File: config.mk
export PLATFORM = sky130hd
export DESIGN_NAME = pwm_multi_channel
export DESIGN_NICKNAME = d
export VERILOG_FILES = /design/src/rtl/pwm_multi_channel.sv
export SDC_FILE = /design/constraint.sdc
export NUM_CORES = 1
export LEC_CHECK = 0
export ABC_AREA = 0
export CAP_MARGIN = 25
export CORE_MARGIN = 8
export CORE_UTILIZATION = 50
export CTS_CLUSTER_DIAMETER = 30
export CTS_CLUSTER_SIZE = 10
export DETAILED_ROUTE_END_ITERATION = 8
export PLACE_DENSITY = 0.78
export SETUP_SLACK_MARGIN = 0.05
export SLEW_MARGIN = 20
export SYNTH_ARGS = -nofsm -noshare
export SYNTH_HDL_FRONTEND = slang
export SYNTH_SLANG_ARGS = --single-unit
File: constraint.sdc
create_clock -name clk -period 5.3 [get_ports clk]
set_input_delay 1.59 -clock clk [delete_from_list [all_inputs] [get_ports clk]]
set_output_delay 1.59 -clock clk [all_outputs]
set_load 0.05 [all_outputs]
File: src/rtl/pwm_multi_channel.sv
// N-channel PWM generator sharing one prescaled timebase, with edge- or
// centre-aligned counting and shadowed period, mode and duty registers.
module pwm_multi_channel #(
   parameter int WIDTH    = 8,
   parameter int CHANNELS = 4,
   parameter int PSC_W    = 8,
   localparam int CH_W    = (CHANNELS > 1) ? $clog2(CHANNELS) : 1
) (
   input  logic                clk,
   input  logic                rst,
   input  logic                enable,
   input  logic [PSC_W-1:0]    prescale,
   input  logic [WIDTH-1:0]    period,
   input  logic                center_mode,
   input  logic                duty_wr_en,
   input  logic [CH_W-1:0]     duty_wr_ch,
   input  logic [WIDTH-1:0]    duty_wr_data,
   output logic [CHANNELS-1:0] pwm_out,
   output logic                period_end
);

   logic [PSC_W-1:0] r_psc;
   logic [WIDTH-1:0] r_cnt;
   logic             r_down;

   logic [WIDTH-1:0] r_periodShadow;
   logic [WIDTH-1:0] r_periodAct;
   logic             r_modeShadow;
   logic             r_modeAct;
   logic [WIDTH-1:0] r_dutyShadow [CHANNELS];
   logic [WIDTH-1:0] r_dutyAct    [CHANNELS];

   logic             w_tick;
   logic             w_boundary;

   // A boundary is the tick whose next count is 0; P<=1 in centre mode has no down leg.
   always_comb begin
      w_tick     = enable && (r_psc == prescale);
      w_boundary = 1'b0;
      if (r_modeAct) begin
         w_boundary = (r_down && (r_cnt == WIDTH'(1))) ||
                      (!r_down && (r_cnt == r_periodAct) && (r_periodAct <= WIDTH'(1)));
      end else begin
         w_boundary = (r_cnt == r_periodAct);
      end
   end

   always_ff @(posedge clk or posedge rst) begin
      if (rst) begin
         r_periodShadow <= '0;
         r_modeShadow   <= 1'b0;
         for (int i = 0; i < CHANNELS; i++) begin
            r_dutyShadow[i] <= '0;
         end
      end else begin
         r_periodShadow <= period;
         r_modeShadow   <= center_mode;
         for (int i = 0; i < CHANNELS; i++) begin
            if (duty_wr_en && (duty_wr_ch == CH_W'(i))) begin
               r_dutyShadow[i] <= duty_wr_data;
            end
         end
      end
   end

   // Active copies follow the shadows while stopped, otherwise only at a boundary tick.
   always_ff @(posedge clk or posedge rst) begin
      if (rst) begin
         r_periodAct <= '0;
         r_modeAct   <= 1'b0;
         for (int i = 0; i < CHANNELS; i++) begin
            r_dutyAct[i] <= '0;
         end
      end else if (!enable || (w_tick && w_boundary)) begin
         r_periodAct <= r_periodShadow;
         r_modeAct   <= r_modeShadow;
         for (int i = 0; i < CHANNELS; i++) begin
            r_dutyAct[i] <= r_dutyShadow[i];
         end
      end
   end

   always_ff @(posedge clk or posedge rst) begin
      if (rst) begin
         r_psc  <= '0;
         r_cnt  <= '0;
         r_down <= 1'b0;
      end else if (!enable) begin
         r_psc  <= '0;
         r_cnt  <= '0;
         r_down <= 1'b0;
      end else begin
         r_psc <= w_tick ? '0 : r_psc + PSC_W'(1);
         if (w_tick) begin
            if (w_boundary) begin
               r_cnt  <= '0;
               r_down <= 1'b0;
            end else if (r_modeAct && r_down) begin
               r_cnt <= r_cnt - WIDTH'(1);
            end else if (r_modeAct && (r_cnt == r_periodAct)) begin
               r_down <= 1'b1;
               r_cnt  <= r_cnt - WIDTH'(1);
            end else begin
               r_cnt <= r_cnt + WIDTH'(1);
            end
         end
      end
   end

   // Outputs compare the count before its update, so they trail it by one clk.
   always_ff @(posedge clk or posedge rst) begin
      if (rst) begin
         pwm_out    <= '0;
         period_end <= 1'b0;
      end else if (!enable) begin
         pwm_out    <= '0;
         period_end <= 1'b0;
      end else begin
         period_end <= w_tick && w_boundary;
         for (int i = 0; i < CHANNELS; i++) begin
            pwm_out[i] <= (r_cnt < r_dutyAct[i]);
         end
      end
   end

endmodule

# Yosys cells after proc, flatten, opt, wreduce, memory -nomap -nowiden
# Index checks and enable logic that the tools add are counted.
# totals
register_bits	104
latch_bits	0
ram_bits	0
mem_bits_ro	0
in_bits	31
memories	0
# classes
n_addsub	3
n_mul	0
div	0
magnitude_cmp	5
eq_ne	9
n_shift	0
muxes	15
bitwise	0
n_reduce_logical	17
# op_table
op	count
$mux W8	7
$lt A8 B8 Y1	4
$add A8 B1 Y8 const B	2
$eq A8 B8 Y1	2
$logic_and A1 B1 Y1	11
$eq A8 B1 Y1 const B	1
$le A8 B1 Y1 const B	1
$sub A8 B1 Y8 const B	1
$mux W1	7
$eq A2 B2 Y1 const B	2
$mux W4	1
$ne A3 B1 Y1 const B	1
$ne A3 B3 Y1 const B	1
$reduce_and A3 Y1	1
$eq A2 B1 Y1 const B	1
$logic_not A1 Y1	2
$logic_not A2 Y1	1
$logic_or A1 B1 Y1	2
$ne A2 B1 Y1 const B	1

# Logic depth before layout (Yosys ltp)
# depth
depth_word	8
depth_mapped	8
depth_no_buf	7

# Worst setup path after synthesis
# Ideal clock, no wire load.
# synth_path
kind	input-to-reg
startpoint	in prescale[0]
endpoint	reg r_dutyAct[12] (netlist bit)
t_arrival_ns	3.032
required_ns	5.175
path_slack_ns	2.143
cell_stages	6
n_path_buf	1
cell_sequence	xor2_1 > nor4_4 > nand3_1 > o21ai_4 > buf_12 > mux2_4
# synth_between
elab_chain_cells	4
# synth_rtl
item	line	rtl
start, declared	12	input logic [PSC_W-1:0] prescale,
$eq A8 B8 Y1	38	w_tick = enable && (r_psc == prescale);
$logic_and A1 B1 Y1	38	
$logic_and A1 B1 Y1	74	end else if (!enable || (w_tick && w_boundary)) begin
$logic_or A1 B1 Y1	74	
end signal, assigned by index	78	r_dutyAct[i] <= r_dutyShadow[i];
end, declared	31	logic [WIDTH-1:0] r_dutyAct [CHANNELS];
# Every way passes these cells.
# A chain may end at the register's enable or synchronous reset.

# Worst setup path in the final report
# layout_path
startpoint	in prescale[2]
endpoint	reg r_dutyAct[20] (netlist bit)
# The elaborated chain is that of the path after synthesis.

==> flow_summary.yaml <==
status:
  status: "finished clean"
detailed_routing:
  drt_wl_total_mm: 8.94
  drc: 0
  drt_iter0_drc: 154
  ant_nets: 0
  num_vias: 3050
  viasPerCell: 5.27
  drt_pass1_iterations: 4
  wire_per_inst_microns: 15.4
yosys:
  netlist-cell-type-count: 45
  yosys_warnings: 0
  synthCells: 400
  synth-edff-count: 0
  yosysSeqAreaShare: 0.498
  syn_area_per_cell_sq_um: 13.1
  synth.net_count: 463
  ys_seq_elements: 104
  async_flop_share: 1.00
  synthFlopType: "dfrtp_1"
  syn-cell-area_sq_mm: 0.00522
sta:
  skew_ns: 0.0133
  tightest_slew_ns: 0.785
  finalSetupTns_ns: 0
  fmax_ghz: 0.290
  layout_setup_ws_ns: 1.85
  min_period_ns: 3.45
  slew_headroom: 0.475
  drv_slew: 0
  setup_viol_count_final: 0
  holdWs_ns: 0.482
  finalHoldViolations: 0
  rsz0062_at_grt: "no"
  fin_crit_sh: 0.652
power_and_ir_drop:
  p_per_area_mw_per_mm2: 314
  power_frac_clock: 0.281
  ir_worst_vdd_mv: 0.150
  p_switching_mw: 0.481
  power.total_mw: 1.85
  switching_share: 0.260
  intPower_mw: 1.37
  seq_power_share: 0.536
  p_comb_frac: 0.184
  leakage_nw: 2.83
die:
  die_area_sq_mm: 0.0140
  row_count: 37
  start_util: 0.510
  io_pins: 36
  die_x_microns: 118
  die_h_microns: 118
  core-area_sq_mm: 0.0102
place:
  dp_hpwl_mm: 6.55
  place.gp.congestion: 0.801
  numPortBuffers: 35
  pre_cts_ws_ns: 1.45
  dp_cells: 562
job:
  drv_cap: 0
setup_path:
  cp_max_fo: 21
  critPathTopFamily: "buffers and inverters"
  critPathMaxStageDelay_ns: 0.42
  worstPathArrival_ns: 3.72
  crit_buf_inv: 2
  critical_path_class: "input pin to flop"
  worstPathRequired_ns: 5.57
  r2r_start: "r_cnt[4]$_DFFE_PP0P_"
  timing.critical_path.cells: "clkdlybuf4s50_1 -> xor2_1 -> nor4_4 -> nand3_1 -> o21ai_4 -> buf_4 -> mux2_4"
  cp-startpoint: "prescale[2]"
  start_kind: "input pin"
  endpoint_kind: "flop"
  critPathSlowestCell: "clkdlybuf4s50_1"
worst_hold_path:
  hold_class: "flop to flop"
  hp-start: "r_periodShadow[7]$_DFF_PP0_"
cts:
  cts.sinks: 104
  post_cts_buffers: 0
  post_cts_resized: 0
  path_clk_slew_ns: 0.09
  insertion_delay_ns: 0.38
  ctsHoldBuffers: 0
  cts_max_level: 3
  cts_buffers: 9
  cts_tree: "yes"
  cts_root_buf: "clkbuf_8"
  max-clock-path-buffers: 2
final_layout:
  drive_gt1_frac: 0.230
  num_antenna_cells: 0
  synthToLayoutAreaGrowth_pct: 12.6
  fin_nets: 501
  final_cell_mix: "dfrtp_1, mux2_4, clkdlybuf4s50_1"
  n_fill_cell: 820
  mostFrequentLayoutCell: "dfrtp_1"
  fin_cells: 579
global_routing:
  antenna_found_initial: 0
  grt.total_usage: 0.140
  grt_pass1_vias: 3208
  grt_pass1_wl_mm: 15.9
  overflow: 0
  grt_start_max_net_pins: 83
==> cell usage after synthesis (7+ instances only) <==
master    instances  area, sq um
dfrtp_1         104         2600
nand3_1           7         35.0
a21o_1            8         60.1
mux2_4           39          586
o21bai_1          7         52.6
nor2_1           17         63.8
ha_1             32          400
xnor2_1          13          114
nand2_1          12         45.0
inv_1            33          124
o21ai_0           7         35.0
mux2_2           34          383
xor2_1           10         87.6
==> kinds of logic after synthesis <==
| group | Yosys count | share of synthesized area |
|---|---|---|
| buf+inv | 45 | 0.0482 |
| fa+ha+maj | 32 | 0.0767 |
| mux | 75 | 0.189 |
| xor+xnor | 23 | 0.0386 |
| flops | 104 | 0.498 |
| compound gates | 51 | 0.0716 |
| simple gates | 70 | 0.0774 |
==> power groups by stage <==
stage | Combinational [mW] | Sequential (mW) | Clock [mW]
finish | 0.339 | 0.989 | 0.518
global route | 0.379 | 1.01 | 0.572
CTS | 0.343 | 0.990 | 0.527
detailed placement | 0.341 | 1.00 | 0
global placement | 0.325 | 0.999 | 0
floorplan | 0.268 | 0.982 | 0
==> flip-flops by register name, indices dropped and copies added, names as in the netlist <==
name,count
r_cnt,8
r_periodShadow,8
r_dutyShadow,32
r_down,1
r_psc,8
pwm_out,4
r_modeAct,1
period_end,1
r_modeShadow,1
r_dutyAct,32
r_periodAct,8
==> per-layer routing <==
layer / global-route usage / routed length [microns] / up-vias
met5: 0 / 0 / -
li1: - / - / 1480
met4: 0.0600 / 168 / 0
met2: 0.226 / 4300 / 49
met1: 0.178 / 4150 / 1511
met3: 0.0309 / 321 / 10
==> through the flow <==
step	utilization	instance area [sq um]
3_5_place_dp	0.551	5640
6_report	0.575	5880
3_3_place_gp	0.551	5640
5_1_grt	0.575	5880
4_1_cts	0.572	5850
2_1_floorplan	-	5220
==> path summary, 6_finish.rpt <==
kind / endpoint / slack [ns] / depth (start not counted)
max: r_dutyAct[20]$_DFFE_PP0P_ / 1.85 / 7
min: r_periodAct[7]$_DFFE_PP0P_ / 0.48 / 1
max reg2reg: r_dutyAct[20]$_DFFE_PP0P_ / 2.80 / 6
min reg2reg: r_periodAct[7]$_DFFE_PP0P_ / 0.48 / 1
max in group asynchronous: r_dutyShadow[27]$_DFFE_PP0P_ / 2.90 / 4
min in group asynchronous: r_periodAct[3]$_DFFE_PP0P_ / 1.51 / 2
==> final cells by class <==
| cell class | count | area, sq um | area share |
|---|---|---|---|
| timing repair buffer | 39 | 400 | 0.0681 |
| clock buffer | 11 | 151 | 0.0257 |
| sequential | 104 | 2600 | 0.442 |
| multi-input combinational | 251 | 2370 | 0.403 |
| inverter | 33 | 126 | 0.0215 |
| tap | 136 | 170 | 0.0289 |
| clock inverter | 5 | 62.6 | 0.0106 |
Power figures use the tool's default switching activity.
